===== config.mk =====
export PLATFORM = sky130hd
export DESIGN_NAME = fir_mac_sequencer
export DESIGN_NICKNAME = d
export VERILOG_FILES = /design/src/rtl/fir_mac_sequencer.sv
export SDC_FILE = /design/constraint.sdc
export NUM_CORES = 1
export LEC_CHECK = 0
export CAP_MARGIN = 10
export CORE_UTILIZATION = 48
export DETAILED_ROUTE_END_ITERATION = 10
export PLACE_DENSITY = 0.76
export RECOVER_POWER = 100
export SKIP_LAST_GASP = 1
export SYNTH_ARGS = -nofsm -noshare
export SYNTH_HDL_FRONTEND = slang
export SYNTH_SLANG_ARGS = --single-unit

===== constraint.sdc =====
create_clock -name iClk_12M -period 1.8 [get_ports iClk_12M]
set_input_delay 0.27 -clock iClk_12M [delete_from_list [all_inputs] [get_ports iClk_12M]]
set_output_delay 0.27 -clock iClk_12M [all_outputs]
set_load 0.01 [all_outputs]

===== src/rtl/fir_mac_sequencer.sv =====
// Per-sample control sequencer for the FIR MAC slice: coefficient reads, tap select, add/acc enables, done.
// Optional macro SAMPLE_QUEUE_EN adds a one-deep pending-strobe flag for back-to-back samples.
module fir_mac_sequencer #(
  parameter int TAPS       = 5,
  parameter int ADDR_WIDTH = 4,
  parameter int BASE_ADDR  = 0
) (
  input  logic                  iClk_12M,
  input  logic                  iRsn,
  input  logic                  iEnSample,
  input  logic                  iClrOverrun,
  output logic                  oCoeffRdEn,
  output logic [ADDR_WIDTH-1:0] oCoeffAddr,
  output logic [3:0]            oEnMul,
  output logic                  oEnAdd,
  output logic                  oEnAcc,
  output logic                  oBusy,
  output logic                  oDone,
  output logic                  oOverrun
);

  typedef enum logic [1:0] {S_IDLE, S_RD, S_MAC, S_DONE} state_t;

  localparam logic [3:0]            LP_TAPS = 4'(TAPS);
  localparam logic [ADDR_WIDTH-1:0] LP_BASE = ADDR_WIDTH'(BASE_ADDR);

  state_t     r_state;
  logic [3:0] r_tap;

  logic       w_busy;
  logic       w_drop;
  logic       w_restart;
  logic       w_more;
  logic [3:0] w_next_tap;

  assign w_busy     = (r_state != S_IDLE);
  assign w_next_tap = r_tap + 4'd1;
  assign w_more     = (w_next_tap < LP_TAPS);

`ifdef SAMPLE_QUEUE_EN
  logic r_pending;

  assign w_drop    = iEnSample & w_busy & r_pending;
  assign w_restart = r_pending | iEnSample;

  // DONE always consumes the flag: either it launches the next sequence or the strobe went straight to RD.
  always_ff @(posedge iClk_12M or negedge iRsn) begin
    if (!iRsn) begin
      r_pending <= 1'b0;
    end else if (r_state == S_DONE) begin
      r_pending <= 1'b0;
    end else if (iEnSample && w_busy) begin
      r_pending <= 1'b1;
    end
  end
`else
  assign w_drop    = iEnSample & w_busy;
  assign w_restart = 1'b0;
`endif

  always_ff @(posedge iClk_12M or negedge iRsn) begin
    if (!iRsn) begin
      r_state    <= S_IDLE;
      r_tap      <= 4'd0;
      oCoeffRdEn <= 1'b0;
      oCoeffAddr <= '0;
      oEnMul     <= 4'd0;
      oEnAdd     <= 1'b0;
      oEnAcc     <= 1'b0;
      oBusy      <= 1'b0;
      oDone      <= 1'b0;
      oOverrun   <= 1'b0;
    end else begin
      oCoeffRdEn <= 1'b0;
      oCoeffAddr <= '0;
      oEnMul     <= 4'd0;
      oEnAdd     <= 1'b0;
      oEnAcc     <= 1'b0;
      oDone      <= 1'b0;

      if (w_drop) begin
        oOverrun <= 1'b1;
      end else if (iClrOverrun) begin
        oOverrun <= 1'b0;
      end

      case (r_state)
        S_IDLE: begin
          if (iEnSample) begin
            r_state    <= S_RD;
            r_tap      <= 4'd0;
            oBusy      <= 1'b1;
            oCoeffRdEn <= 1'b1;
            oCoeffAddr <= LP_BASE;
          end
        end
        // RD holds r_tap at 0, so it shares the advance path with the MAC taps.
        S_RD, S_MAC: begin
          if (r_state == S_MAC && r_tap == LP_TAPS) begin
            r_state <= S_DONE;
            r_tap   <= 4'd0;
            oDone   <= 1'b1;
          end else begin
            r_state <= S_MAC;
            r_tap   <= w_next_tap;
            oEnMul  <= w_next_tap;
            oEnAdd  <= 1'b1;
            oEnAcc  <= 1'b1;
            if (w_more) begin
              oCoeffRdEn <= 1'b1;
              oCoeffAddr <= LP_BASE + ADDR_WIDTH'(w_next_tap);
            end
          end
        end
        S_DONE: begin
          if (w_restart) begin
            r_state    <= S_RD;
            r_tap      <= 4'd0;
            oCoeffRdEn <= 1'b1;
            oCoeffAddr <= LP_BASE;
          end else begin
            r_state <= S_IDLE;
            oBusy   <= 1'b0;
          end
        end
        default: begin
          r_state <= S_IDLE;
          r_tap   <= 4'd0;
          oBusy   <= 1'b0;
        end
      endcase
    end
  end

endmodule


* Word-level counts from Yosys, hierarchy flattened
Index checks and enable logic that the tools add are counted.
** Storage, ports and cells
- Input port bits :: 4
- Bits in registers :: 19
- Output and inout port bits :: 14
- Word-level logic and storage cells :: 49
** Cells by class
- Bitwise logic cells :: 2
- Equality and inequality tests :: 5
- Reductions and logical operators :: 9
- $lt $le $gt $ge :: 1
- Muxes and demuxes :: 22
- Add/subtract/negate cells :: 1
** Operator list (number)
- $mux 4 :: 5
- $pmux 4 s2 :: 2
- $mux 1 :: 11
- $pmux 2 s3 :: 1
- $reduce_bool 2->1 :: 3
- $add 4x1->4 const B :: 1
- $eq 2x2->1 const B :: 2
- $eq 4x3->1 const B :: 1
- $lt 4x3->1 const B :: 1
- $reduce_and 2->1 :: 2
- $reduce_or 2->1 :: 2
- $pmux 1 s3 :: 1
- $eq 2x1->1 const B :: 1
- $logic_not 2->1 :: 1
- $mux 2 :: 1
- $ne 2x2->1 const B :: 1
- $pmux 1 s2 :: 1
- $and 1x1->1 :: 1
- $logic_and 1x1->1 :: 1
- $not 1->1 :: 1

* Logic depth before layout (Yosys ltp)
- Depth after elaboration :: 5
- Depth in mapped cells :: 7
- Depth with buffers taken out :: 6

* Least setup slack after synthesis
Ideal clock, no wire load.
- Path kind :: register to register
- From :: register r_state[0]
- To :: register r_tap[2]
- Setup slack :: 0.249 ns
- Required time :: 1.720 ns
- Clock period less this slack :: 1.551 ns
- Data arrival time :: 1.471 ns
- Setup time :: 0.080 ns
- Cell stages (with the launch flop) :: 8
- Path buffers :: 1
- Cell sequence :: dfrtp_1 > inv_1 > ha_1 > nor2b_4 > or2_0 > buf_2 > or3_1 > o211ai_2
** On the way
- Longest elaborated chain between the ends :: 4
- Elaborated cells between the ends (all ways) :: 11
- Those cells by class :: 4 x eq/ne; 2 x mux; 1 x bitwise; 4 x reduce/logical
** RTL lines
- from (decl) :: RTL line 27 : state_t r_state;
- from (signal assigned) :: RTL line 63 : r_state <= S_IDLE;
- from (signal assigned) :: RTL line 90 : r_state <= S_RD;
- from (signal assigned) :: RTL line 100 : r_state <= S_DONE;
- $eq 2x2->1 :: RTL line 87, 99
- $logic_and 1x1->1 :: RTL line 99 : if (r_state == S_MAC && r_tap == LP_TAPS) begin
- $mux 4 :: RTL line 99
- $pmux 4 s2 :: RTL line 87 : case (r_state)
- to (signal assigned) :: RTL line 105 : r_tap <= w_next_tap;
- to (decl) :: RTL line 28 : logic [3:0] r_tap;
Parallel ways exist; a longest one is shown, timed or not.
A chain may end at the register's enable or synchronous reset.

* Worst setup path in the final report
Ends and elaborated chain as after synthesis.

==> summary.txt <==
Placement
  – Post-DP HPWL: 952 um
  – Dpl cell area: 1030 um2
  – Cells after DPL: 110
  – Final Wtd Congestion: 0.854
  – DP Worst Slack: slightly above 0.05 ns
  – Port bufs: 17

Drt
  – Drt drc: 4
  – DR pass1 iterations: 7
  – ANT nets after route: 0
  – Final Routed Wirelength: 1270 um
  – Iter 0 DRT Violations: 13
  – Routed len/inst: roughly 11 um
  – Vias: ~590
  – Routed vias/inst: approximately 5.2

CTS
  – CTS clk-pin slew, worst paths: approximately 0.1 ns
  – CTS tree: done
  – Clock buffer depth: 2
  – CTS buffer count: 3
  – Sink Count: 19
  – Depth of the CTS H-tree: 1
  – Clk_lat worst skew: around 0.29 ns
  – Clock root cell: clkbuf_4
  – Cts hold-fix bufs: 0

Min path
  – Hold endpoint: oBusy$_DFFE_PN0P_
  – Worst hold path depth: 2
  – Min-delay worst type: register to register
  – Worst Hold Launch: oBusy$_DFFE_PN0P_

Synth
  – Simple-gate portion of the synthesized area: ~15%
  – Cell area after synthesis: around 840 um2
  – Mux share of post-synthesis cell area: 1.35%
  – Synth Area in Adders: ~7.5%
  – Synth Area in Compound Gates: around an eighth
  – Seq cells post-synth: 19
  – Largest family of logic cells by synthesized area: simple AND/OR/NAND/NOR gates
  – Synth Area per Inst: about 11 um2
  – Mapped Cells: 77
  – Mapped Nets: 86
  – Synth warn: 0
  – Synth unique cells: 27
  – Register area share after synthesis: a little under three fifths
  – Post-synthesis xor/xnor area fraction: under 10%

Power and ir drop
  – Final Power: approximately 1.7 mW
  – Peak supply drop: ~0.00094 V
  – P per Cell Area: 1600 nW/um2
  – P_leak: ~0.51 nW

Setup path
  – Reg-to-reg endpoint: r_tap[2]$_DFFE_PN0P_
  – Crit path max-delay family: simple AND/OR/NAND/NOR gates
  – Crit start category: register
  – CP Buf/Inv Count: 1
  – R2R Path Start: r_state[0]$_DFFE_PN0N_
  – CP max stage cell: dfrtp_1
  – Worst reg2reg setup slack: roughly 0.13 ns
  – Worst path max stage delay: roughly 0.40 ns
  – Crit path depth: 6
  – CP max FO: 7
  – Critical path class: register to register
  – CP endpoint kind: register
  – Worst path required time: 2.00 ns
  – Reg2reg path depth: 6
  – CP Data Arrival Time: about 1.9 ns
  – Cell Chain, Critical Path: inv_1 -> ha_1 -> nor2b_4 -> or2_1 -> or3_1 -> o211ai_1
  – Crit. Startpoint: r_state[0]$_DFFE_PN0N_

Floorplan
  – Starting Density: ~54%
  – Die Width: 43.7 um
  – I/O pin count: 18
  – Die height: ~44 um
  – Std cell rows: 14
  – Core ar.: about 1600 um2
  – Total die area: 1910 um2

GRT
  – GRT Overall Usage: 16.2%
  – First-pass GRT wire length: around 2300 um
  – Antenna violations before repair: 0
  – Overflow after GRT: 0
  – Vias in the first global route: about 550
  – Pin count of the biggest net entering global routing: 20

Layout
  – Area growth syn-to-layout: 25.4%
  – Most frequent cells in the layout: 19 x dfrtp_1, 15 x dlygate4sd3_1, 7 x inv_1
  – # nets final: between 100 and 150
  – Layout cells sized above 1: approximately 10%
  – Final instance area: 1050 um2
  – Commonest non-fill, non-tap cell in the layout: dfrtp_1
  – Ant diodes: 0
  – # fillers: between 100 and 150
  – Post-Layout Cell Count: 114

Run
  – Max Cap Violations: 0

STA
  – Layout Skew: 0.00895 ns
  – Period minus WS final: roughly 1.7 ns
  – Max Slew Vio Count: 0
  – Setup TNS: 0 ns
  – RSZ-0062 raised after global routing: no
  – Hold Vio Cnt, Final: 0
  – Worst-margin pin slew: ~0.95 ns
  – # setup viols final: 0
  – Worst Setup Slack, final: 0.126 ns
  – Tcrit/Tclk final: between 90 and 100%
  – Max Clk Rate: 597 MHz
  – Rel. slew slack: around 37%

Outcome
  – Violated checks: DRC
  – Outcome: finished, violations left
-- state kept, by name, indices dropped and copies added (netlist names) --
name	count
r_tap	4
oEnAcc	1
oCoeffRdEn	1
r_state	2
oBusy	1
oEnMul	4
oCoeffAddr	4
oDone	1
oOverrun	1
-- logic make-up (layout without fill, tap and decap cells) --
group	after synthesis	in the layout
adders and majority gates	5	5
and+or+nand+nor	23	23
xor gates and xnor gates	1	1
muxes	1	1
AOI/OAI and AO/OA	16	16
DFF	19	19
other	1	1
buffers and inverters	11	32
-- worst max-delay path by stage --
stage / end / slack, ns
floorplan: r_tap[2]$_DFFE_PN0P_ / 0.25
global placement: r_tap[1]$_DFFE_PN0P_ / 0.11
detailed placement: r_tap[1]$_DFFE_PN0P_ / 0.05
CTS: r_tap[1]$_DFFE_PN0P_ / 0.04
global route: r_tap[1]$_DFFE_PN0P_ / 0.01
finish: r_tap[2]$_DFFE_PN0P_ / 0.13
-- through the flow --
stage                     util [%]  hold slack (ns)
after floorplan                  -          -0.0256
after global placement        66.3            0.497
after detailed placement      66.3            0.502
after CTS                     68.0            0.300
after global routing          67.3            0.520
final                         67.3            0.516
-- cell type report --
type                       instances  area [um2]  share of cell area, %
multi-input combinational         47         307                   29.2
clock buffer                       4        26.3                   2.51
inverter                           7        26.3                   2.51
sequential                        19         475                   45.3
tap                               16        20.0                   1.91
timing repair buffer              21         194                   18.5
-- cells in the mapped netlist (all sizes together) --
cell    count  area share (%)
dfrtp      19              57
buf         4             2.7
nor3        3             1.8
nand3       2             1.2
ha          5             7.5
and4        1             1.0
nand2b      3             2.2
o211ai      1             1.5
o21ai       5             3.0
nor2        5             2.2
nor4        1            0.75
nand2       5             2.2
conb        1            0.45
mux2        1             1.3
o21a        1            0.90
o31ai       1            0.90
nor2b       1             1.6
o22ai       1            0.75
a22o        1             1.2
a21o        1             1.0
or3         1            0.75
a21oi       5             3.0
inv         7             3.1
or2         1            0.75
xor2        1             1.0
-- layer usage --
metal	vias to the layer above	GRT usage, %	share of wire (%)
li1	301	-	-
met1	270	22.0	48
met2	19	25.4	46
met3	4	2.92	4.7
met4	0	7.50	1.7
met5	-	0	0
-- what timing repair did --
item                       CTS  global route
resized for setup            0             1
setup buffers                0             0
setup endpoints to repair    0             2
-- worst min-delay path, stage by stage (launching register included) --
cell and delay (ns):
dfrtp_1 0.37, nand2_1 0.05, o21ai_0 0.07
-- power breakdown --
group          internal (mW)  switching, mW  total (mW)
clock network         0.0860          0.120       0.206
logic                  0.391          0.425       0.817
registers              0.577         0.0761       0.653
Power figures use the tool's default switching activity.
